`src/rtl/match_pkg.sv`:
```
// match_pkg: shared sizes, FSM state type and lane adder
// for the match accumulator slice.
package match_pkg;

  localparam int NCAND  = 16;
  localparam int NLANE  = 4;
  localparam int LANE_W = 14;
  localparam int CAND_W = $clog2(NCAND);
  localparam int BUS_W  = NLANE * LANE_W;

  typedef enum logic [1:0] {
    IDLE,
    ACCUM,
    SCAN,
    RESULT
  } match_state_e;

  // 4 x 14-bit lanes always fit in 16 bits.
  function automatic logic [15:0] lane_sum(
    input logic [BUS_W-1:0] bus
  );
    logic [15:0] s;
    s = '0;
    for (int k = 0; k < NLANE; k++)
      s = s + 16'(bus[k*LANE_W +: LANE_W]);
    return s;
  endfunction

endpackage

```
`src/rtl/match_argmin.sv`:
```
// match_argmin: serial running-minimum tracker.
// Ports: en/first/idx/score in; best_idx/best_score out.
module match_argmin
  import match_pkg::*;
#(
  parameter int IW = CAND_W,
  parameter int SW = 26
) (
  input  logic                 clk,
  input  logic                 rst,
  input  logic                 en,
  input  logic                 first,
  input  logic [IW-1:0]        idx,
  input  logic signed [SW-1:0] score,
  output logic [IW-1:0]        best_idx,
  output logic signed [SW-1:0] best_score
);

  // Strict less-than keeps the lowest index on ties.
  always_ff @(posedge clk or posedge rst) begin
    if (rst) begin
      best_idx   <= '0;
      best_score <= '0;
    end else if (en && (first || score < best_score)) begin
      best_idx   <= idx;
      best_score <= score;
    end
  end

endmodule

```
`src/rtl/match_accum.sv`:
```
// match_accum: per-candidate gg/fg accumulation over ROWS
// passes, then serial argmin of gg-2*fg with valid/ready out.
// Ports: in_valid/in_ready/in_cand/in_wg/in_wfg beat input;
// out_valid/out_ready/out_idx/out_score result; seq_err
// sticky order error. MATCH_ACCUM_SAT_EN: saturating adds
// plus sticky acc_sat output.
module match_accum
  import match_pkg::*;
#(
  parameter int ROWS  = 8,
  parameter int ACC_W = 24
) (
  input  logic                    clk,
  input  logic                    rst,
  input  logic                    in_valid,
  output logic                    in_ready,
  input  logic [CAND_W-1:0]       in_cand,
  input  logic [BUS_W-1:0]        in_wg,
  input  logic [BUS_W-1:0]        in_wfg,
  output logic                    out_valid,
  input  logic                    out_ready,
  output logic [CAND_W-1:0]       out_idx,
  output logic signed [ACC_W+1:0] out_score,
  output logic                    seq_err
`ifdef MATCH_ACCUM_SAT_EN
  ,
  output logic                    acc_sat
`endif
);

  localparam int RW  = (ROWS > 1) ? $clog2(ROWS) : 1;
  localparam int SW  = ACC_W + 2;

  match_state_e state;

  logic [CAND_W-1:0] cand_cnt;
  logic [CAND_W-1:0] cand_nxt;
  logic [RW-1:0]     row_cnt;
  logic              cand_last;
  logic              row_last;
  logic              fire;

  logic [ACC_W-1:0] acc_gg [NCAND];
  logic [ACC_W-1:0] acc_fg [NCAND];

  logic [15:0]      sg;
  logic [15:0]      sfg;
  logic [ACC_W-1:0] nxt_gg;
  logic [ACC_W-1:0] nxt_fg;

  logic signed [SW-1:0] score;

  assign fire      = in_valid && in_ready;
  assign cand_last = (cand_cnt == CAND_W'(NCAND - 1));
  assign row_last  = (row_cnt == RW'(ROWS - 1));
  assign cand_nxt  = cand_last ? '0 : cand_cnt + 1'b1;

  assign sg  = lane_sum(in_wg);
  assign sfg = lane_sum(in_wfg);

`ifdef MATCH_ACCUM_SAT_EN
  localparam int AW1 = ACC_W + 1;
  logic [ACC_W:0] add_gg;
  logic [ACC_W:0] add_fg;
  logic           sat_hit;

  always_comb begin
    add_gg  = {1'b0, acc_gg[cand_cnt]} + AW1'(sg);
    add_fg  = {1'b0, acc_fg[cand_cnt]} + AW1'(sfg);
    nxt_gg  = ACC_W'(sg);
    nxt_fg  = ACC_W'(sfg);
    sat_hit = 1'b0;
    if (row_cnt != '0) begin
      nxt_gg  = add_gg[ACC_W] ? '1 : add_gg[ACC_W-1:0];
      nxt_fg  = add_fg[ACC_W] ? '1 : add_fg[ACC_W-1:0];
      sat_hit = add_gg[ACC_W] || add_fg[ACC_W];
    end
  end
`else
  always_comb begin
    nxt_gg = ACC_W'(sg);
    nxt_fg = ACC_W'(sfg);
    if (row_cnt != '0) begin
      nxt_gg = acc_gg[cand_cnt] + ACC_W'(sg);
      nxt_fg = acc_fg[cand_cnt] + ACC_W'(sfg);
    end
  end
`endif

  // Row 0 overwrites, so the arrays need no reset.
  always_ff @(posedge clk) begin
    if (fire) begin
      acc_gg[cand_cnt] <= nxt_gg;
      acc_fg[cand_cnt] <= nxt_fg;
    end
  end

  // cand_cnt doubles as the scan pointer.
  assign score = $signed({2'b00, acc_gg[cand_cnt]})
               - $signed({1'b0, acc_fg[cand_cnt], 1'b0});

  always_ff @(posedge clk or posedge rst) begin
    if (rst) begin
      state     <= IDLE;
      in_ready  <= 1'b0;
      out_valid <= 1'b0;
      cand_cnt  <= '0;
      row_cnt   <= '0;
      seq_err   <= 1'b0;
`ifdef MATCH_ACCUM_SAT_EN
      acc_sat   <= 1'b0;
`endif
    end else begin
      unique case (state)
        IDLE: begin
          state    <= ACCUM;
          in_ready <= 1'b1;
        end
        ACCUM: begin
          if (fire) begin
            if (in_cand != cand_cnt)
              seq_err <= 1'b1;
`ifdef MATCH_ACCUM_SAT_EN
            if (sat_hit)
              acc_sat <= 1'b1;
`endif
            cand_cnt <= cand_nxt;
            if (cand_last) begin
              if (row_last) begin
                row_cnt  <= '0;
                state    <= SCAN;
                in_ready <= 1'b0;
              end else begin
                row_cnt <= row_cnt + 1'b1;
              end
            end
          end
        end
        SCAN: begin
          cand_cnt <= cand_nxt;
          if (cand_last) begin
            state     <= RESULT;
            out_valid <= 1'b1;
          end
        end
        RESULT: begin
          if (out_ready) begin
            state     <= ACCUM;
            out_valid <= 1'b0;
            in_ready  <= 1'b1;
          end
        end
        default: state <= IDLE;
      endcase
    end
  end

  match_argmin #(
    .IW(CAND_W),
    .SW(SW)
  ) u_argmin (
    .clk       (clk),
    .rst       (rst),
    .en        (state == SCAN),
    .first     (cand_cnt == '0),
    .idx       (cand_cnt),
    .score     (score),
    .best_idx  (out_idx),
    .best_score(out_score)
  );

endmodule

```
`config.mk`:
```
export PLATFORM = sky130hd
export DESIGN_NAME = match_accum
export DESIGN_NICKNAME = d
export VERILOG_FILES = /design/src/rtl/match_pkg.sv /design/src/rtl/match_argmin.sv /design/src/rtl/match_accum.sv
export SDC_FILE = /design/constraint.sdc
export NUM_CORES = 1
export LEC_CHECK = 0
export CORE_MARGIN = 5
export CORE_UTILIZATION = 40
export CTS_CLUSTER_SIZE = 10
export DETAILED_ROUTE_END_ITERATION = 7
export PLACE_DENSITY = 0.56
export SYNTH_ARGS = -nofsm -noshare
export SYNTH_HDL_FRONTEND = slang
export SYNTH_SLANG_ARGS = --single-unit
```
`constraint.sdc`:
```
create_clock -name clk -period 6.85 [get_ports clk]
set_clock_uncertainty 0.2 [all_clocks]
set_input_delay 0.685 -clock clk [delete_from_list [all_inputs] [get_ports clk]]
set_output_delay 0.685 -clock clk [all_outputs]
set_load 0.05 [all_outputs]
```
# Word level (Yosys, flattened, before mapping)
# Memories as Yosys holds them, arrays and structs flattened.
# Cells that the tools add are included.
[totals]
out_inout_bits = 33
ram_bits = 768
n_memories = 2
input_bits = 120
latch_bits = 0
romBits = 0
wordCells = 70
reg_bits = 42
[mem_list]
columns = ["memory", "words", "word_bits", "rd", "rd_clocked_by_memory_dff", "wr", "line_no", "source"]
rows = [
  ["acc_fg", 16, 24, 1, 0, 1, "match_accum.sv:44", "logic [ACC_W-1:0] acc_fg [NCAND];"],
  ["acc_gg", 16, 24, 1, 0, 1, "match_accum.sv:43", "logic [ACC_W-1:0] acc_gg [NCAND];"],
]
[classes]
reduce_logical = 15
n_mul = 0
n_div = 0
magnitude_cmp = 1
n_mux = 22
addsub = 11
bitwise = 0
eq_ne = 11
shifts = 0
[ops]
columns = ["op", "n"]
rows = [
  ["$add A24 B16 Y24", 2],
  ["$mux W24", 2],
  ["$add A15 B14 Y16", 2],
  ["$add A16 B14 Y16", 2],
  ["$add A14 B14 Y15", 2],
  ["$lt A26 B26 Y1", 1],
  ["$sub A24 B25 Y26", 1],
  ["$mux W2", 5],
  ["$ne A2 B2 Y1 const B", 5],
  ["$reduce_and A5 Y1", 2],
  ["$reduce_and A3 Y1", 3],
  ["$mux W1", 8],
  ["$mux W4", 2],
  ["$pmux W2 S4", 1],
  ["$pmux W4 S2", 1],
  ["$reduce_bool A3 Y1", 2],
  ["$add A4 B1 Y4 const B", 1],
  ["$eq A2 B2 Y1 const B", 2],
  ["$eq A4 B4 Y1 const B", 1],
  ["$logic_not A4 Y1", 1],
  ["$ne A4 B4 Y1", 1],
  ["$reduce_bool A2 Y1", 2],
  ["$add A3 B1 Y3 const B", 1],
  ["$eq A3 B3 Y1 const B", 1],
  ["other kinds (8)", 9],
]

# Logic depth before layout (Yosys ltp)
[depth]
depth_word = 5
depth_mapped = 29
ltp_nobuf = 22

# By module
# From an unflattened synthesis, not the netlist that was laid out.
[unflattened]
cells_unflattened = 2213
area_unflattened_um2 = 37976.4
[modules_own_cells]
columns = ["module", "area_per_inst_um2", "cells_each", "n_inst", "seq_area_each_um2"]
rows = [
  ["match_accum", 36039.6, 2055, 1, 23362.4],
  ["match_argmin", 1936.9, 158, 1, 750.7],
]

# Worst setup path after synthesis
# Ideal clock, no wire load.
[synth_timing]
path_type = "reg-to-reg"
from = "register cand_cnt[0]"
to = "register u_argmin.best_score[10]"
synth_period_minus_slack_ns = 7.279
n_path_buf = 7
path_slack_ns = -0.429
arrival_time_ns = 6.951
required_ns = 6.522
path_stages_with_launch = 29
setup_ns = 0.128
path_cell_list = "dfrtp_1 -> buf_4 -> buf_4 -> buf_4 -> buf_4 -> clkbuf_1 -> buf_2 -> mux4_2 -> mux4_2 -> inv_1 -> ha_1 -> inv_1 -> fa_1 -> a211oi_1 -> o21ai_0 -> a31oi_1 -> nor2_1 -> a211oi_1 -> xnor2_1 -> ha_1 -> a211oi_1 -> o21ai_0 -> a31o_2 -> a21o_1 -> a211o_1 -> a2111o_1 -> o311ai_2 -> buf_6 -> mux2_1"
[synth_via]
elab_chain_cells = 5
elab_cells_between_ends = 7
classes_between = "add/sub: 1; order compare: 1; reduce/logical: 3; memory: 2"
[synth_lines]
columns = ["element", "line_no", "source"]
rows = [
  ["start: declaration", "match_accum.sv:36", "logic [CAND_W-1:0] cand_cnt;"],
  ["start signal: assignment", "match_accum.sv:127", "cand_cnt <= cand_nxt;"],
  ["start signal: assignment", "match_accum.sv:140", "cand_cnt <= cand_nxt;"],
  ["$mem_v2 Z16 W24, on equally long branches", "n/a", ""],
  ["$sub A24 B25 Y26 (*)", "match_accum.sv:100", "- $signed({1'b0, acc_fg[cand_cnt], 1'b0});"],
  ["via score[11]", "match_accum.sv:51", "logic signed [SW-1:0] score;"],
  ["$lt A26 B26 Y1 (*)", "match_argmin.sv:24", "end else if (en && (first || score < best_score)) begin"],
  ["$logic_or A1 B1 Y1 (*)", "match_argmin.sv:24", ""],
  ["$logic_and A1 B1 Y1 (*)", "match_argmin.sv:24", ""],
  ["end signal: assignment", "match_argmin.sv:26", "best_score <= score;"],
  ["end: declaration", "match_argmin.sv:16", "output logic signed [SW-1:0] best_score"],
]
# Mark *: on every way through the listed nets, which the timed path passes. The rest lies on a longest branch.
# A chain may end at the register's enable or synchronous reset.

# Worst setup path in the final report
# Same ends and word-level chain as after synthesis.

==> reports/metrics.cfg <==
[critical_path]
worst-endpoint-required_ns=7.18
critical_path_peak_fanout=9
critPathKind=reg2reg
worstSetupEndpointType=register
arrival_ns=6.98
worstSetupStartpointType=register

[grt]
grt_max_degree=65
overflow=0
first_global_vias=21600
track_usage=0.190
grt_pass1_wl_mm=140
antenna_found_initial=0

[timing]
finalSetupViolCount=0
relSlewSlack=0.0952
layout_setup_ws_ns=0.198
whs_ns=0.293
maxClockFrequency_mhz=150
post-route-period-util=0.971
slew_viol_final=0
finalCriticalPeriod_ns=6.65
worst_pin_slew_ns=1.36
final_hold_viol_count=0

[floorplanning]
std_cell_rows=112
dieArea_um2=99300
die_width_um=315
io_pins=153
die_h_um=315
coreArea_um2=92900
start_util=0.401

[synth]
yosys_warnings=0
yosys.area.top_type=edfxtp_1
netlist_area_um2=37200
synth_top_area_frac=0.619
synth-main-ff-cell=edfxtp_1
synth_area_leaders=edfxtp_1 (62%), mux4_2 (14%), ha_1 (4.1%), fa_1 (3.2%), dfrtp_1 (2.8%)
syn_nets=2436
synthCells=2135
yosysMostFrequentCell=edfxtp_1
ys_types=63
synth-seq-cells=810
async_flop_share=0.0519
synth_edf_count=768
seq_area_frac_synth=0.647
avgSynthCellArea_um2=17.4
synthTopCellsByCount=edfxtp_1 (768), mux4_2 (236), inv_1 (191)

[cts]
cts_buffers=92
cts_tree=built
htreeDepth=3
cts-root-buf=clkbuf_16
cts.sink_count=810
clk_path_buf_depth=3
hold_buffers=0
clk_transition_reported_paths_ns=0.06
worstSkewPairLatency_ns=0.65

[place]
dp.cells=3597
dpl_worst_slack_ns=-0.366
portBuffers=152
dp.final_hpwl_mm=57.3
gp_congestion=0.873

[finish]
num-nets-final=2752
antennaDiodeCount=0
syn_to_final_growth_pct=18.4
drive_gt1_frac=0.217
stdcell_count=3737

[drt]
drcViolationCount=0
finalWirelength_mm=94.8
dr_total_vias=20500
drt-vias-per-instance=5.47
first_pass_iters=7
drtAntennaViolNets=0
drtIter0Drc=1649
drt-wirelength-per-cell_um=25.4

[run_status]
run_status=completed

[hold_path]
hold_path_class=reg2reg

[run]
timing.max_cap.violations=0

## layout by cell type (no fill, tap or decap), types with 6 or more instances in the layout
master,synthesis,layout
nor2_1,82,62
buf_12,0,14
and2_1,7,6
xnor2_1,57,54
or3_1,7,7
o21a_1,13,13
nand2b_1,16,16
xor2_1,27,27
fa_1,59,59
edfxtp_1,768,768
o21ai_0,60,57
nor4_1,6,6
dfrtp_1,42,38
nand2_1,78,78
a211oi_1,18,16
nand4_1,8,8
mux2_1,29,29
nor2_4,0,11
a21oi_1,59,57
clkbuf_16,0,96
clkbuf_1,31,22
a21o_1,27,27
o21bai_1,11,11
nor3_1,33,29
ha_1,122,122
inv_1,191,186
mux4_2,236,236
mux2_2,8,8
buf_4,5,119
a31oi_1,12,11
clkdlybuf4s50_1,0,152
nand3_1,18,18
nor2_2,0,9
## worst max-delay path: stages, from the launching register on
cell       delay (ns)
dfrtp_4          0.46
buf_4            0.18
mux4_2           0.51
mux4_2           0.54
inv_1            0.08
ha_1             0.15
inv_1            0.06
fa_1             0.49
a211oi_2         0.27
o21ai_1          0.16
a31oi_2          0.30
nor2_1           0.13
a211oi_2         0.23
xnor2_2          0.18
ha_1             0.30
a211oi_1         0.22
o21ai_0          0.13
a31o_2           0.27
a21o_1           0.17
a211o_1          0.31
a2111o_1         0.43
o311ai_4         0.11
buf_12           0.17
clkbuf_16        0.16
mux2_1           0.32
## registers in the layout, indices dropped and copies added, names as in the netlist
name	cells
cand_cnt	4
u_argmin.best_idx	4
row_cnt	3
out_valid	1
acc_gg	384
seq_err	1
acc_fg	384
u_argmin.best_score	26
in_ready	1
state	2
## cells by family after synthesis
kind of cell    Yosys count  synth area share
compound gates          242            0.0417
xor+xnor                 84            0.0198
simple gates            277            0.0345
buf+inv                 263            0.0287
flops                   810             0.647
fa+ha+maj               181            0.0727
mux                     278             0.155
## cell type report
cell class                      instances  area, um^2
Clock inverter                         11         130
Timing Repair Buffer                  294        2900
Multi-Input combinational cell       1062       12300
Sequential cell                       810       24100
Clock buffer                          115        2400
Tap cell                             1254        1570
Inverter                              191         719
Fill cell                            7794       48800
## stage by stage
| stage | util | area [um^2] | TNS (ns) |
|---|---|---|---|
| 4_1_cts | 0.472 | 43800 | 0 |
| 6_report | 0.475 | 44100 | 0 |
| 2_1_floorplan | - | 37300 | 0 |
| 3_5_place_dp | 0.444 | 41300 | -61.34 |
| 5_1_grt | 0.475 | 44100 | -0.184 |
| 3_3_place_gp | 0.444 | 41300 | -23.16 |
## layer usage
| layer | wire length (um) | up-vias | share of wire | GRT usage |
|---|---|---|---|---|
| li1 | - | 8962 | - | - |
| met1 | 39200 | 10800 | 0.41 | 0.249 |
| met2 | 47800 | 568 | 0.50 | 0.331 |
| met3 | 5320 | 134 | 0.056 | 0.0296 |
| met4 | 2430 | 0 | 0.026 | 0.0508 |
| met5 | 0 | - | 0 | 0 |
## worst paths after layout
check | from | end | slack (ns) | depth (start not counted)
setup / recovery | cand_cnt[0]$_DFFE_PP0P_ | u_argmin.best_score[10]$_DFFE_PP0P_ | 0.20 | 24
hold / removal | u_argmin.best_idx[1]$_DFFE_PP0P_ | u_argmin.best_idx[1]$_DFFE_PP0P_ | 0.29 | 1
setup reg to reg | cand_cnt[0]$_DFFE_PP0P_ | u_argmin.best_score[10]$_DFFE_PP0P_ | 0.20 | 24
hold reg to reg | u_argmin.best_idx[1]$_DFFE_PP0P_ | u_argmin.best_idx[1]$_DFFE_PP0P_ | 0.29 | 1
max in group asynchronous | rst | cand_cnt[0]$_DFFE_PP0P_ | 5.34 | 2
min in group asynchronous | rst | u_argmin.best_score[3]$_DFFE_PP0P_ | 0.38 | 2
## timing repair
item,in CTS,in global routing
setup buffers,4,6
gates resized for setup,0,31
pin swaps,0,10
gates cloned,0,4
setup endpoints to repair,27,179
Power is left out: the tool's default activity adds up to more than one toggle a clock period on the data nets, which glitch-free logic cannot reach.
